File: src/rtl/fadd_pkg.sv
// rtl/fadd_pkg.sv - shared rounding modes, flag indices and stage-1 status bundle for the fp adder
package fadd_pkg;

    localparam logic [2:0] RM_RNE = 3'b000;
    localparam logic [2:0] RM_RTZ = 3'b001;
    localparam logic [2:0] RM_RDN = 3'b010;
    localparam logic [2:0] RM_RUP = 3'b011;
    localparam logic [2:0] RM_RMM = 3'b100;

    localparam int FF_NV = 4;
    localparam int FF_DZ = 3;
    localparam int FF_OF = 2;
    localparam int FF_UF = 1;
    localparam int FF_NX = 0;

    // Width-independent part of the stage-1 output register
    typedef struct packed {
        logic special_case_valid;
        logic special_case_iv;
        logic special_case_nan;
        logic special_case_inf_sign;
        logic small_add;
        logic far_mul_of;
        logic near_sig_is_zero;
        logic sel_far_path;
    } s1_status_t;

endpackage

File: src/rtl/fadd_rounder.sv
// rtl/fadd_rounder.sv - combinational significand rounder: {sign, sig+R+S, rm} -> {rounded sig, carry-out, inexact}
module fadd_rounder
    import fadd_pkg::*;
#(
    parameter int W = 4
) (
    input  logic         sign,
    input  logic [W+1:0] sig,
    input  logic [2:0]   rm,
    output logic [W-1:0] rnd_sig,
    output logic         cout,
    output logic         inexact
);

    logic lsb, rnd, stk, inc;

    assign lsb = sig[2];
    assign rnd = sig[1];
    assign stk = sig[0];

    always_comb begin
        case (rm)
            RM_RTZ:  inc = 1'b0;
            RM_RDN:  inc = sign & (rnd | stk);
            RM_RUP:  inc = ~sign & (rnd | stk);
            RM_RMM:  inc = rnd;
            default: inc = rnd & (stk | lsb);
        endcase
    end

    assign {cout, rnd_sig} = {1'b0, sig[W+1:2]} + {{W{1'b0}}, inc};
    assign inexact = rnd | stk;

endmodule

File: src/rtl/fadd_s2.sv
// rtl/fadd_s2.sv - fp adder final stage: path select, normalize, round, specials; optional skid via FADD_S2_SKID_EN
module fadd_s2
    import fadd_pkg::*;
#(
    parameter int EXPWIDTH  = 5,
    parameter int PRECISION = 8,
    parameter int OUTPC     = 4
) (
    input  logic                      clk,
    input  logic                      rst_n,
    input  logic                      in_valid_i,
    output logic                      in_ready_o,
    input  logic [2:0]                rm_i,
    input  logic                      far_sign_i,
    input  logic [EXPWIDTH-1:0]       far_exp_i,
    input  logic [OUTPC+2:0]          far_sig_i,
    input  logic                      near_sign_i,
    input  logic [EXPWIDTH-1:0]       near_exp_i,
    input  logic [OUTPC+2:0]          near_sig_i,
    input  logic                      special_case_valid_i,
    input  logic                      special_case_iv_i,
    input  logic                      special_case_nan_i,
    input  logic                      special_case_inf_sign_i,
    input  logic                      small_add_i,
    input  logic                      far_mul_of_i,
    input  logic                      near_sig_is_zero_i,
    input  logic                      sel_far_path_i,
    output logic                      out_valid_o,
    input  logic                      out_ready_i,
    output logic [EXPWIDTH+OUTPC-1:0] result_o,
    output logic [4:0]                fflags_o
);

    localparam logic [EXPWIDTH:0]   EXP_ONES  = {1'b0, {EXPWIDTH{1'b1}}};
    localparam logic [EXPWIDTH-1:0] EXP_MAXF  = {{(EXPWIDTH-1){1'b1}}, 1'b0};
    localparam logic [OUTPC-2:0]    QNAN_FRAC = {1'b1, {(OUTPC-2){1'b0}}};

    // PRECISION is carried for stage-1 compatibility only
    if (PRECISION < 1) begin : g_precision_unused
    end

    s1_status_t st;
    assign st = '{special_case_valid:    special_case_valid_i,
                  special_case_iv:       special_case_iv_i,
                  special_case_nan:      special_case_nan_i,
                  special_case_inf_sign: special_case_inf_sign_i,
                  small_add:             small_add_i,
                  far_mul_of:            far_mul_of_i,
                  near_sig_is_zero:      near_sig_is_zero_i,
                  sel_far_path:          sel_far_path_i};

    logic                      sign_sel;
    logic [EXPWIDTH-1:0]       exp_sel;
    logic [OUTPC+2:0]          sig_sel;
    logic [OUTPC+1:0]          sig_norm;
    logic [EXPWIDTH:0]         exp_norm, exp_fin;
    logic [OUTPC-1:0]          rnd_sig, sig_fin;
    logic                      rnd_cout, rnd_nx, ovf, ovf_inf;
    logic [EXPWIDTH+OUTPC-1:0] res_d;
    logic [4:0]                flags_d;

    assign sign_sel = st.sel_far_path ? far_sign_i : near_sign_i;
    assign exp_sel  = st.sel_far_path ? far_exp_i  : near_exp_i;
    assign sig_sel  = st.sel_far_path ? far_sig_i  : near_sig_i;

    // A carry-out shifts right once; the dropped bit folds into sticky
    assign sig_norm = sig_sel[OUTPC+2] ? {sig_sel[OUTPC+2:2], sig_sel[1] | sig_sel[0]}
                                       : sig_sel[OUTPC+1:0];
    assign exp_norm = {1'b0, exp_sel} + {{EXPWIDTH{1'b0}}, sig_sel[OUTPC+2]};

    fadd_rounder #(.W(OUTPC)) u_rounder (
        .sign    (sign_sel),
        .sig     (sig_norm),
        .rm      (rm_i),
        .rnd_sig (rnd_sig),
        .cout    (rnd_cout),
        .inexact (rnd_nx)
    );

    // On rounding carry-out the low bits are already zero, so only the hidden bit needs forcing
    assign sig_fin = {rnd_cout | rnd_sig[OUTPC-1], rnd_sig[OUTPC-2:0]};
    assign exp_fin = st.small_add ? {{EXPWIDTH{1'b0}}, sig_fin[OUTPC-1]}
                                  : exp_norm + {{EXPWIDTH{1'b0}}, rnd_cout};

    assign ovf = (st.sel_far_path & st.far_mul_of) | (exp_fin >= EXP_ONES);

    always_comb begin
        case (rm_i)
            RM_RTZ:  ovf_inf = 1'b0;
            RM_RDN:  ovf_inf = sign_sel;
            RM_RUP:  ovf_inf = ~sign_sel;
            default: ovf_inf = 1'b1;
        endcase
    end

    always_comb begin
        res_d = {sign_sel, exp_fin[EXPWIDTH-1:0], sig_fin[OUTPC-2:0]};
        flags_d = 5'b0;
        flags_d[FF_NX] = rnd_nx;
        flags_d[FF_UF] = rnd_nx && (exp_fin == '0);
        if (st.special_case_nan) begin
            res_d = {1'b0, {EXPWIDTH{1'b1}}, QNAN_FRAC};
            flags_d = 5'b0;
            flags_d[FF_NV] = st.special_case_iv;
        end else if (st.special_case_valid) begin
            res_d = {st.special_case_inf_sign, {EXPWIDTH{1'b1}}, {(OUTPC-1){1'b0}}};
            flags_d = 5'b0;
        end else if (ovf) begin
            res_d = ovf_inf ? {sign_sel, {EXPWIDTH{1'b1}}, {(OUTPC-1){1'b0}}}
                            : {sign_sel, EXP_MAXF, {(OUTPC-1){1'b1}}};
            flags_d = 5'b0;
            flags_d[FF_OF] = 1'b1;
            flags_d[FF_NX] = 1'b1;
        end else if (!st.sel_far_path && st.near_sig_is_zero) begin
            res_d = {rm_i == RM_RDN, {(EXPWIDTH+OUTPC-1){1'b0}}};
            flags_d = 5'b0;
        end
    end

    logic in_fire;
    assign in_fire = in_valid_i && in_ready_o;

`ifdef FADD_S2_SKID_EN
    logic                      skid_full, in_ready_q;
    logic [EXPWIDTH+OUTPC-1:0] skid_res;
    logic [4:0]                skid_flags;

    assign in_ready_o = in_ready_q;

    // Ready is registered, so a beat accepted during a stall parks in the skid
    always_ff @(posedge clk or negedge rst_n) begin
        if (!rst_n) begin
            out_valid_o <= 1'b0;
            result_o    <= '0;
            fflags_o    <= '0;
            skid_full   <= 1'b0;
            skid_res    <= '0;
            skid_flags  <= '0;
            in_ready_q  <= 1'b1;
        end else if (!out_valid_o || out_ready_i) begin
            if (skid_full) begin
                result_o    <= skid_res;
                fflags_o    <= skid_flags;
                out_valid_o <= 1'b1;
                skid_full   <= 1'b0;
                in_ready_q  <= 1'b1;
            end else begin
                out_valid_o <= in_fire;
                if (in_fire) begin
                    result_o <= res_d;
                    fflags_o <= flags_d;
                end
            end
        end else if (in_fire) begin
            skid_res   <= res_d;
            skid_flags <= flags_d;
            skid_full  <= 1'b1;
            in_ready_q <= 1'b0;
        end
    end
`else
    assign in_ready_o = out_ready_i || !out_valid_o;

    always_ff @(posedge clk or negedge rst_n) begin
        if (!rst_n) begin
            out_valid_o <= 1'b0;
            result_o    <= '0;
            fflags_o    <= '0;
        end else if (in_fire) begin
            out_valid_o <= 1'b1;
            result_o    <= res_d;
            fflags_o    <= flags_d;
        end else if (out_ready_i) begin
            out_valid_o <= 1'b0;
        end
    end
`endif

endmodule
File: config.mk
export PLATFORM = sky130hd
export DESIGN_NAME = fadd_s2
export DESIGN_NICKNAME = d
export VERILOG_FILES = /design/src/rtl/fadd_pkg.sv /design/src/rtl/fadd_rounder.sv /design/src/rtl/fadd_s2.sv
export SDC_FILE = /design/constraint.sdc
export NUM_CORES = 1
export LEC_CHECK = 0
export ABC_AREA = 1
export CAP_MARGIN = 20
export CORE_MARGIN = 4
export CORE_UTILIZATION = 48
export DETAILED_ROUTE_END_ITERATION = 7
export GPL_TIMING_DRIVEN = 0
export PLACE_DENSITY = 0.95
export SETUP_SLACK_MARGIN = 0.5
export SYNTH_ARGS = -nofsm -noshare
export SYNTH_HDL_FRONTEND = slang
export SYNTH_SLANG_ARGS = --single-unit
File: constraint.sdc
create_clock -name clk -period 4.6 [get_ports clk]
set_clock_uncertainty 0.15 [all_clocks]
set_input_delay 0.92 -clock clk [delete_from_list [all_inputs] [get_ports clk]]
set_output_delay 0.92 -clock clk [all_outputs]
set_load 0.05 [all_outputs]
; ---- After elaboration in Yosys (flattened, before gate mapping)
; Index checks and enable logic that the tools add are counted.
[totals]
inputBits = 41
out_inout_bits = 16
wordCells = 47
regBits = 15
[classes]
order_cmp = 1
eq_ne = 4
n_reduce_logical = 8
add_sub_neg = 3
mux = 18
bitwise = 10
[op_table]
columns = operator, count
row1 = 9-bit two-way mux, 4
row2 = 6-bit two-way mux, 2
row3 = 5-bit two-way mux, 2
row4 = 7-bit two-way mux, 1
row5 = 5-bit by 1-bit adder with 6-bit output, 1
row6 = 6-bit by 1-bit adder with 6-bit output, 1
row7 = "3-bit by 2-bit equality test with 1-bit output, second input constant", 2
row8 = "6-bit by 5-bit greater-or-equal comparator with 1-bit output, second input constant", 1
row9 = 6-bit zero test, 1
row10 = 3-bit two-way mux, 2
row11 = 4-bit by 1-bit adder with 5-bit output, 1
row12 = 1-bit bitwise OR, 5
row13 = 1-bit bitwise AND, 4
row14 = 4-bit two-way mux, 1
row15 = 1-bit one-hot mux with 4 select lines, 1
row16 = "3-bit by 1-bit equality test with 1-bit output, second input constant", 1
row17 = "3-bit equality test, second input constant", 1
row18 = 1-bit logical AND, 3
row19 = 1-bit two-way mux, 3
row20 = 1-bit one-hot mux with 3 select lines, 1
row21 = 1-bit zero test, 2
row22 = 2-bit two-way mux, 1
row23 = 2-bit nonzero test, 1
row24 = 1-bit logical OR, 1
row25 = 1-bit inverter, 1

; ---- Longest topological paths before layout
[logic_depth]
depth_word = 15
mapped_depth = 32
depth_no_buf = 31

; ---- Cells and area by module
; A second synthesis with hierarchy kept.
[unflattened]
hier_cells = 200
area_unflattened_um2 = 1342.5
[modules_own_cells]
columns = mod, cells_each, area_each_um2, seq_area_each_um2, n_inst
row1 = fadd_s2, 177, 1213.7, 350.3, 1
row2 = fadd_rounder, 23, 128.9, 0.0, 1

; ---- Least setup slack after synthesis
; Ideal clock, no wire load.
[synth_timing]
path_kind = input-to-reg
from = input port sel_far_path_i
to = register result_o[8]
path_buffers = 1
required_time_ns = 4.332
slack_ns = 0.416
arrival_ns = 3.916
stages = 30
setup_time_ns = 0.118
path_cell_list = buf_4 nand2_1 o21ai_0 o21ai_0 inv_1 o21ai_0 o21ai_0 a31oi_1 ha_1 ha_1 nand3_2 nor2_1 ha_1 nand2_2 nand2_2 ha_1 nand2_1 nor2_1 o21ai_2 nand2_2 inv_1 nand2_1 nor2_1 nand2_4 nand2_8 nand2_2 nand2_1 nand2_1 nand2_1 nand2_1
[synth_via]
elab_chain_cells = 14
word_cells_on_any_way = 26
cone_classes = 3 x add/sub / 1 x order compare / 10 x mux / 10 x bitwise / 2 x reduce/logical
[synth_rtl]
columns = element, line_no
row1 = "start, declared", fadd_s2.sv:27  ; input logic sel_far_path_i,
row2 = 7-bit two-way mux, fadd_s2.sv:64  ; assign sig_sel = st.sel_far_path ? far_sig_i : near_sig_i;
row3 = 1-bit bitwise OR, fadd_s2.sv:67  ; assign sig_norm = sig_sel[OUTPC+2] ? {sig_sel[OUTPC+2:2], sig_sel[1] | sig_sel[0]}
row4 = 6-bit two-way mux, fadd_s2.sv:67
row5 = "1-bit bitwise OR, on equally long branches", "fadd_rounder.sv:27, fadd_rounder.sv:24, fadd_rounder.sv:25"
row6 = "1-bit bitwise AND, on equally long branches", "fadd_rounder.sv:27, fadd_rounder.sv:24, fadd_rounder.sv:25"
row7 = 1-bit one-hot mux with 4 select lines, fadd_rounder.sv:22  ; case (rm)
row8 = 4-bit by 1-bit adder with 5-bit output, fadd_rounder.sv:31  ; assign {cout, rnd_sig} = {1'b0, sig[W+1:2]} + {{W{1'b0}}, inc};
row9 = 6-bit by 1-bit adder with 6-bit output or 1-bit bitwise OR (tied branches), "fadd_s2.sv:83, fadd_s2.sv:81"
row10 = 6-bit two-way mux, fadd_s2.sv:82  ; assign exp_fin = st.small_add ? {{EXPWIDTH{1'b0}}, sig_fin[OUTPC-1]}
row11 = 6-bit by 5-bit greater-or-equal comparator with 1-bit output, fadd_s2.sv:85  ; assign ovf = (st.sel_far_path & st.far_mul_of) | (exp_fin >= EXP_ONES);
row12 = 1-bit bitwise OR, fadd_s2.sv:85
row13 = 9-bit two-way mux (*), fadd_s2.sv:108  ; end else if (ovf) begin
row14 = 9-bit two-way mux (*), fadd_s2.sv:105  ; end else if (st.special_case_valid) begin
row15 = 9-bit two-way mux (*), fadd_s2.sv:101  ; if (st.special_case_nan) begin
row16 = "end signal, assigned", fadd_s2.sv:171  ; result_o <= res_d;
row17 = "end, declared", fadd_s2.sv:30  ; output logic [EXPWIDTH+OUTPC-1:0] result_o,
; Every way passes the cells marked *; elsewhere a longest branch is shown, timed or not.
; A chain may end at the register's enable or synchronous reset.

; ---- Worst setup path in the final report
[layout_timing]
from = input port sel_far_path_i
to = register result_o[6]
; The elaborated chain is that of the path after synthesis.

==> results.md <==
* Switching power as a share of total power at 0.4075
* Flops & latches, synth at 14
* Synth Area in Adders at 0.03404
* DRC at 0
* Initial detailed-routing violation count at 107
* Slew Limit Headroom at 0.6051
* 1st-pass router iterations at 4
* Fmax achieved at 0.2416 GHz
* Yosys top cell area share at 0.2383
* Sw power at 0.0002070 W
* Status: completed
* Layout cells sized above 1 at 0.3376
* Tot GR Track Use at 0.2085
* Final Hold Fails at 0
* Dpl cell area at 2062 sq um
* Data required, critical path at 4.62 ns
* ANT cells at 0
* CTS tree: yes
* CTS Hold Bufs at 0
* Min-delay worst type: register to register
* Die height at 63.34 um
* Initial antenna violation count at 0
* CP Capture Type: register
* Fin. max-slew vios at 0
* Synth Area in Compound Gates at 0.1430
* Total number of vias at 1826
* Die Area at 4012 sq um
* IO Port Bufs at 55
* Yosys cell types at 32
* Min-delay src: fflags_o[2]$_DFFE_PN0P_
* Num rows at 19
* CP Data Arrival Time at 4.16 ns
* Synth Instances at 230
* Average size of a mapped cell at 6.392 sq um
* Synthesized net count at 275
* Die Width at 63.34 um
* Mux contribution to synthesized area at 0
* R2R Setup Slk at 2.48 ns
* Routability cong. at 0.8048
* Synth area leader: dfrtp_1
* Slew @ Worst Pin at 0.5905 ns
* WL final at 5.032 mm
* Clock-pin slew on the worst setup and hold paths at 0.08 ns
* Hold Crit Depth at 2
* Worst Setup Start Kind: primary input
* Fillers at 149
* Peak supply drop at 0.2132 mV
* RSZ-0062 raised after global routing: yes
* Pin count of the biggest net entering global routing at 15
* Insertion delay to the later sink of the worst-skew pair at 0.28 ns
* Hold Path End: fflags_o[2]$_DFFE_PN0P_
* Drt wl/cell at 14.59 um
* # clock sinks at 14
* Largest family of logic cells by synthesized area: simple AND/OR/NAND/NOR gates
* Gr ovfl total at 0
* Slowest stage delay, CP at 0.25 ns
* Commonest cells after routing, fill and taps aside: 62 x nand2_1, 41 x clkdlybuf4s50_1, 35 x inv_1
* Setup Viol. Count Final at 0
* Int Pwr at 0.0003009 W
* R2R Path Start: out_valid_o$_DFFE_PN0P_
* Synth warn at 0
* Worst Path Class, Setup: primary input to register
* H-tree lvl count at 1
* Clk pwr share at 0.172
* Sequential power share at 0.280
* Post-Syn Area at 1470 sq um
* Total power at 0.0005079 W
* XOR/XNOR Fraction of Synth Area at 0
* FF-to-FF End: fflags_o[1]$_DFFE_PN0P_
* Most common cell after layout, fill and taps aside: nand2_1
* Hpwl dp at 2.845 mm
* Antenna Nets Post-Route at 0
* Core Area at 2853 sq um
* Initial core utilization at 0.5154
* Non-filler cells, final at 345
* Synth Area in Simple Gates at 0.4519
* Finished layout cell area at 2476 sq um
* Pwr/cell area at 205.1 nW/um^2
* R2R depth at 9
* Clk buf depth at 2
* Combinational Power Share at 0.548
* I/O Pins at 57
* Total CTS buffers at 3
* Syn-to-layout area delta at 68.43%
* Slowest cell on crit path: ha_2
* Via density per instance at 5.293
* Register area share after synthesis at 0.2383
* Period utilization at 0.8998
* Fin nets at 360
* Max cap viols at 0
* Synth area leaders: dfrtp_1 24%, nand2_1 18%, inv_1 10%, nand2_2 8.1%, nand2_4 4.6%
* LEAKAGE at 1.271 nW
* First-pass GRT wire length at 6.906 mm
* Min cycle time layout at 4.139 ns
* Dpl cells at 316
* Vias in the first global route at 1640
* Crit-path max FO at 7
* Clk root buf: clkbuf_4
[flip-flops by register name (all words and copies together), names as in the netlist]
signal       count
result_o         9
out_valid_o      1
fflags_o         4
[cells in the mapped netlist]
library cell	number
o211ai_1	1
nand3_1	12
a21oi_2	1
ha_1	4
nand2_8	1
nor2_1	9
or2_0	1
o22ai_1	1
or2_2	2
nor3_1	3
nor2_2	2
conb_1	1
o31ai_1	1
clkbuf_1	1
inv_2	1
nor2_4	1
o21ai_2	4
inv_1	39
dfrtp_1	14
buf_4	2
nand2_1	69
nand2_2	19
a31oi_1	1
a21oi_1	4
nand3b_2	1
nand4_1	1
o2111ai_1	1
nand2_4	6
o21ai_0	13
o21ai_1	9
buf_6	2
nand3_2	3
[worst max path at each step]
| stage | end | from | cells after the start |
|---|---|---|---|
| after floorplan | result_o[8]$_DFFE_PN0P_ | sel_far_path_i | 32 |
| after global placement | result_o[8]$_DFFE_PN0P_ | sel_far_path_i | 30 |
| after detailed placement | result_o[6]$_DFFE_PN0P_ | sel_far_path_i | 27 |
| after CTS | result_o[6]$_DFFE_PN0P_ | far_sig_i[1] | 28 |
| after global routing | result_o[6]$_DFFE_PN0P_ | rm_i[0] | 27 |
| final | result_o[6]$_DFFE_PN0P_ | sel_far_path_i | 28 |
[power groups by stage]
stage	registers [W]	clock network, W	logic (W)
2_1_floorplan	0.000188	0	0.0000963
6_report	0.000142	0.0000875	0.000278
3_5_place_dp	0.000144	0	0.000224
5_1_grt	0.000144	0.0000945	0.000297
3_3_place_gp	0.000144	0	0.000219
4_1_cts	0.000142	0.0000895	0.000247
[area by class of cell]
cell class	count	area (sq um)	area share
plain buffers	5	52.55	0.02122
multi-input cells	171	1080	0.4361
well taps	31	38.79	0.01566
repair buffers	80	765.7	0.3092
inverters	40	152.6	0.06165
flip-flops and latches	14	350.3	0.1415
clock buffers	4	36.28	0.01465
[critical path, delay by kind of cell]
| kind | cells | cell delay [ns] |
|---|---|---|
| AOI/OAI and AO/OA | 7 | 0.86 |
| adders and majority gates | 4 | 0.81 |
| and+or+nand+nor | 13 | 1.19 |
| buffers and inverters | 4 | 0.36 |
[cells by family after synthesis]
kind of cell,count (synthesis)
AND/OR/NAND/NOR,130
buffers and inverters,45
AO/OA/AOI/OAI,36
flip-flops,14
adder cells (fa/ha/maj),4
other,1
[metrics by stage]
stage	hold WS (ns)	TNS, ns	util	setup WS, ns
finish	0.3482	0	0.8680	0.4611
global route	0.3851	0	0.8680	0.2507
CTS	0.3411	0	0.8035	0.5031
detailed placement	0.3228	-4.974	0.7228	-0.4701
global placement	0.3143	-3.657	0.7228	-0.3685
floorplan	0.4744	0	-	0.5265
[what timing repair did]
| item | 4_1_cts | 5_1_grt |
|---|---|---|
| endpoints found under the setup margin | 12 | 12 |
| gates resized for setup | 34 | 45 |
| pin swaps | 20 | 29 |
| cloned | 0 | 1 |
| buffers inserted | 16 | 8 |
[metal layers]
metal,vias up,GRT usage,share of wire
met4,0,0.03774,0.011
met1,857,0.2555,0.42
met3,10,0.04085,0.052
met2,69,0.3781,0.51
met5,-,0,0
li1,890,-,-
Power figures use the tool's default switching activity.
